==> config.mk <==
export PLATFORM = sky130hd
export DESIGN_NAME = dip_switch_ctrl
export DESIGN_NICKNAME = d
export VERILOG_FILES = /design/src/rtl/dip_switch_ctrl.sv
export SDC_FILE = /design/constraint.sdc
export NUM_CORES = 1
export LEC_CHECK = 0
export CORE_AREA = 5 5 192 194
export DETAILED_ROUTE_END_ITERATION = 10
export DIE_AREA = 0 0 197 199
export PLACE_DENSITY = 0.82
export SYNTH_ARGS = -nofsm -noshare
export SYNTH_HDL_FRONTEND = slang
export SYNTH_SLANG_ARGS = --single-unit
export TNS_END_PERCENT = 50
==> constraint.sdc <==
create_clock -name clk -period 53 [get_ports clk]
set_clock_uncertainty 0.2 [all_clocks]
set_input_delay 10.6 -clock clk [delete_from_list [all_inputs] [get_ports clk]]
set_output_delay 10.6 -clock clk [all_outputs]
set_load 0.02 [all_outputs]
==> src/rtl/dip_switch_ctrl.sv <==
// Debounced DIP-switch input peripheral for the device bus.
// Presents polarity-corrected switch state, sticky change flags and an IRQ.
module dip_switch_ctrl #(
    parameter int NUM_BANKS       = 8,
    parameter int BANK_W          = 8,
    parameter int DEBOUNCE_CYCLES = 1000000,
    parameter bit ACTIVE_LOW      = 1'b1
) (
    input  logic                        clk,
    input  logic                        reset,
    input  logic [31:0]                 Addr,
    input  logic                        WE,
    input  logic [31:0]                 WD,
    input  logic [NUM_BANKS*BANK_W-1:0] In,
    output logic [31:0]                 RD,
    output logic                        IRQ
);
    localparam int N         = NUM_BANKS * BANK_W;
    localparam int NUM_WORDS = N / 32;
    localparam int CW        = $clog2(DEBOUNCE_CYCLES) + 1;
    localparam logic [N-1:0]  IDLE    = {N{ACTIVE_LOW}};
    localparam logic [CW-1:0] CNT_MAX = CW'(DEBOUNCE_CYCLES - 1);

    logic [N-1:0]           sync1_q, sync2_q;
    logic [N-1:0]           cand_q, cand_d;
    logic [N-1:0]           stab_q, stab_d;
    logic [N-1:0]           chg_q, chg_d, clr;
    logic [NUM_BANKS*CW-1:0] cnt_q, cnt_d;
    logic                   ien_q, ien_d;
    logic [4:0]             idx;
    logic [N-1:0]           data;
    logic                   unused_addr;

    assign idx         = Addr[6:2];
    assign unused_addr = ^{Addr[31:7], Addr[1:0]};
    assign data        = stab_q ^ IDLE;
    assign IRQ         = ien_q & (|chg_q);

    // Each bank restarts its window whenever the synchronised value moves.
    always_comb begin
        cand_d = cand_q;
        stab_d = stab_q;
        cnt_d  = cnt_q;
        for (int b = 0; b < NUM_BANKS; b++) begin
            if (sync2_q[b*BANK_W +: BANK_W] != cand_q[b*BANK_W +: BANK_W]) begin
                cand_d[b*BANK_W +: BANK_W] = sync2_q[b*BANK_W +: BANK_W];
                cnt_d[b*CW +: CW]          = '0;
            end else if (cnt_q[b*CW +: CW] == CNT_MAX) begin
                stab_d[b*BANK_W +: BANK_W] = cand_q[b*BANK_W +: BANK_W];
            end else begin
                cnt_d[b*CW +: CW] = cnt_q[b*CW +: CW] + CW'(1);
            end
        end
    end

    always_comb begin
        clr   = '0;
        ien_d = ien_q;
        if (WE) begin
            for (int k = 0; k < NUM_WORDS; k++) begin
                if (idx == 5'(4 + k)) clr[32*k +: 32] = WD;
            end
            if (idx == 5'd8) ien_d = WD[0];
        end
        // A new toggle outranks a clear on the same edge.
        chg_d = (chg_q & ~clr) | (stab_d ^ stab_q);
    end

    always_comb begin
        RD = '0;
        for (int k = 0; k < NUM_WORDS; k++) begin
            if (idx == 5'(k))     RD = data[32*k +: 32];
            if (idx == 5'(4 + k)) RD = chg_q[32*k +: 32];
        end
        if (idx == 5'd8) RD = {31'd0, ien_q};
        if (idx == 5'd9) RD = {31'd0, |chg_q};
    end

    always_ff @(posedge clk or posedge reset) begin
        if (reset) begin
            sync1_q <= IDLE;
            sync2_q <= IDLE;
            cand_q  <= IDLE;
            stab_q  <= IDLE;
            cnt_q   <= '0;
            chg_q   <= '0;
            ien_q   <= 1'b0;
        end else begin
            sync1_q <= In;
            sync2_q <= sync1_q;
            cand_q  <= cand_d;
            stab_q  <= stab_d;
            cnt_q   <= cnt_d;
            chg_q   <= chg_d;
            ien_q   <= ien_d;
        end
    end
endmodule
==> summary.txt <==
Run status
  • Result of the run: finished, final reports clean

Global route
  • Overflow left after global routing: 0
  • GRT met1 Usage: 31.4%
  • Maximum number of pins on one net before global-route repair: 207
  • Met2 global-route usage: 39.1%
  • Global routing met3 resource utilization: 5.23%
  • Global Route Usage Sum: 23.7%
  • Wire length of the first global-routing pass: 75400 um
  • Antenna violations before repair: 2
  • Busiest metal layer after global routing: met2
  • Vias in the first global route: 14.6k

Floorplanning
  • Initial cell density of the core: 61.9%
  • Placement Rows: 69
  • Die outline height: 199 um
  • Die Area: 39200 um2
  • Total I/O pin count: 164
  • Die W: 197 um
  • Total core area: 35100 um2

Placed design
  • Detailed Place HPWL: 29700 um
  • Post-Place Worst Slack: 29.28 ns
  • Global placement routability congestion: 0.842
  • PortBufs: 136

Worst setup path
  • Combined buffer and inverter count along the critical path: 3
  • Worst setup path category: input pin to primary output
  • Critical path data required time: 42.20 ns
  • Maximum fanout along the worst path: 36
  • Critical Path AT: 12.93 ns
  • Critical Path End Type: primary output
  • Register-to-Register Setup Slack: 50.00 ns
  • Instance count on the critical path: 7
  • CP max-delay cell: sky130_fd_sc_hd__buf_2
  • Cell family contributing the most delay on the critical path: buffers and inverters
  • RR Startpoint: cand_q[5]
  • Cells along the critical path: buf_2 -> nand3_1 -> buf_4 -> o21ai_0 -> a21oi_1 -> a31oi_1 -> clkdlybuf4s50_1
  • Endpoint of the lowest-slack register-to-register path: stab_q[6]
  • Maximum cell stage delay along the critical path: 0.81 ns
  • Cell count of the worst reg-to-reg path: 5
  • Startpoint type of the worst setup path: input pin

Logic synthesis
  • Count of unique library cells instantiated by Yosys: 56
  • Number of enable flip-flop cells after synthesis: 0
  • Post-synthesis instance total: 1850
  • Async set-reset flop share out of synthesis: 100%
  • Syn Std Cell Area: 21700 um2
  • Yosys Warn Count: 0
  • Leading cell types by total area after synthesis: sky130_fd_sc_hd__dfstp_2 (31%), sky130_fd_sc_hd__dfrtp_1 (27%), sky130_fd_sc_hd__xor2_1 (5.7%), sky130_fd_sc_hd__xnor2_1 (5.0%), sky130_fd_sc_hd__o21ai_0 (3.6%)
  • Yosys top cell area share: 31.0%
  • Seq/Total Area, Yosys: 57.9%
  • Most area-hungry cell type in the Yosys netlist: sky130_fd_sc_hd__dfstp_2
  • Number of synthesized register bits: 489
  • Post-Syn Area per Cell: 11.7 um2
  • Synthesized net count: 1989
  • Most instantiated flip-flop cell in the synthesis netlist: sky130_fd_sc_hd__dfstp_2

Timing
  • Final worst hold slack: 0.151 ns
  • TNS Setup: 0 ns
  • Final critical path time including I/O delays and setup: 23.73 ns
  • Highest achievable clock rate: 42.1 MHz
  • Slew @ Worst Pin: 1.12 ns
  • Share of the cycle needed by the critical path after routing: 44.8%
  • Remaining max-slew budget at the tightest pin: 25.5%
  • Max-slew violations: 0
  • Final count of negative-setup-slack endpoints: 0
  • Endpoints failing hold: 0
  • Unrepaired setup endpoints after global routing: false
  • Post-route worst setup slack: 29.27 ns

Clocking
  • Clk Latency, worst-skew pair: 0.60 ns
  • Number of setup buffers added after CTS: 0
  • Post-cts sizing count: 0
  • Clock transition time at the flip-flop clock pins of the worst setup and hold paths: 0.06 ns
  • Cts-stage hold buffer count: 0
  • Number of sinks handled by clock tree synthesis: 489
  • Maximum clock insertion buffer count: 3
  • Number of H-tree branching levels: 2
  • Number of buffers added by the clock tree synthesis step: 50
  • Master cell of the clock root buffer: sky130_fd_sc_hd__clkbuf_16
  • Clock tree from TritonCTS: built

Route
  • Final routed wirelength across all metal layers: 46300 um
  • Vias/cell: 5.83
  • Total number of vias: 14.2k
  • Post-route DRC: 0
  • Routed Antenna Nets: 0
  • DRC marker count from the first detailed-route iteration: 747
  • Routed length per placed instance: 19.1 um
  • Initial DRT Pass Iterations: 5

Pwr
  • Share of power burned in the clock network: 44.4%
  • Internal power component: 642 uW
  • Sequential fraction of design power: 49.6%
  • VDD IR max: 0.0282 mV
  • Gate power share: 6.0%
  • Share of total power consumed by net switching: 22.7%
  • Pwr/cell area: 33.3 nW/um2
  • Net switching power: 188 uW
  • LEAKAGE: 0.0100 uW

Layout
  • Fraction of final layout cells sized beyond drive strength 1: 24.7%
  • Layout area overhead: 15.0%
  • Antenna fix cells: 0
  • Net total in the final layout: 2068

Worst hold path
  • Min-Delay Endpoint: sync2_q[3]
  • Worst Min Path Start: sync1_q[3]
  • Type of the tightest min-delay check: register to register
  • Worst Hold Path Cells: 0

Run
  • Reported max-cap violation count: 0
-- metrics by stage --
stage | power [uW] | std cells | utilization, % | area [um2]
detailed placement | 467 | 2338 | 66.1 | 23200
global route | 861 | 2432 | 71.2 | 25000
CTS | 838 | 2432 | 71.2 | 25000
finish | 831 | 2432 | 71.2 | 25000
global placement | 464 | 2338 | 66.1 | 23200
floorplan | 444 | 1850 | - | 21700
-- cell families after synthesis --
kind of cell	after synthesis	synth area share, %
AND/OR/NAND/NOR	603	15.5
flip-flops	489	57.9
XOR/XNOR	265	10.7
buffers and inverters	193	3.71
AO/OA/AOI/OAI	187	4.51
multiplexers	105	7.27
adder cells (fa/ha/maj)	8	0.461
-- layout make-up --
| type | count | area, um2 |
|---|---|---|
| inverter | 76 | 293 |
| clock buffer | 79 | 1560 |
| fill | 2309 | 10100 |
| clock inverter | 15 | 200 |
| tap | 461 | 577 |
| multi-input combinational | 1168 | 8340 |
| sequential | 489 | 12600 |
| timing repair buffer | 144 | 1420 |
-- cells in the final DEF (no fill, tap or decap), types with 14 or more instances in the layout --
master,count
sky130_fd_sc_hd__and3_1,34
sky130_fd_sc_hd__nor3_1,39
sky130_fd_sc_hd__mux2_2,50
sky130_fd_sc_hd__nand3_1,58
sky130_fd_sc_hd__nor4_1,34
sky130_fd_sc_hd__mux2_4,15
sky130_fd_sc_hd__dfrtp_1,233
sky130_fd_sc_hd__nand2_1,90
sky130_fd_sc_hd__clkbuf_16,53
sky130_fd_sc_hd__clkdlybuf4s50_1,134
sky130_fd_sc_hd__o21ai_0,157
sky130_fd_sc_hd__dfstp_2,256
sky130_fd_sc_hd__or3_1,14
sky130_fd_sc_hd__mux4_2,31
sky130_fd_sc_hd__xnor2_1,124
sky130_fd_sc_hd__and4_1,20
sky130_fd_sc_hd__nor2_1,204
sky130_fd_sc_hd__inv_1,75
sky130_fd_sc_hd__clkbuf_8,14
sky130_fd_sc_hd__nand4_1,41
sky130_fd_sc_hd__xor2_1,141
-- worst max path at each step --
stage	start	end	slack, ns
4_1_cts	Addr[4]	RD[0]	29.27
5_1_grt	Addr[4]	RD[0]	29.15
3_3_place_gp	Addr[4]	RD[0]	29.28
3_5_place_dp	Addr[4]	RD[0]	29.28
2_1_floorplan	reset	chg_q[0]	28.98
6_report	Addr[4]	RD[0]	29.27
-- cells in the mapped netlist (all sizes together) (6+ instances only) --
master	n
xor2	141
nor4	47
and4	20
a21oi	13
dfrtp	233
or3	14
nand4	44
nor2	211
and3	34
xnor2	124
nor4b	8
nand3	67
clkbuf	98
buf	19
ha	8
nand2	90
nor3	40
o2111ai	6
nor3b	8
o21ai	158
inv	76
mux4	31
dfstp	256
mux2	66
mux2i	8
-- routing by layer --
| metal | part of all wire, % | up-vias |
|---|---|---|
| met1 | 42 | 7174 |
| met5 | 0.045 | - |
| li1 | - | 6432 |
| met4 | 3.5 | 4 |
| met3 | 5.6 | 118 |
| met2 | 49 | 447 |
-- power groups by stage --
stage | combinational (uW) | clock (uW) | sequential [uW]
finish | 49.8 | 369 | 412
global route | 55.4 | 392 | 413
CTS | 50.5 | 376 | 412
detailed placement | 49.3 | 0 | 417
global placement | 47.4 | 0 | 416
floorplan | 32.4 | 0 | 411
-- registers in the layout, indices dropped and copies added (netlist names) --
register and flops:
stab_q 64, cand_q 64, chg_q 64, cnt_q 168, ien_q 1, sync2_q 64
sync1_q 64
No activity file was read; power rests on OpenSTA's default activity.
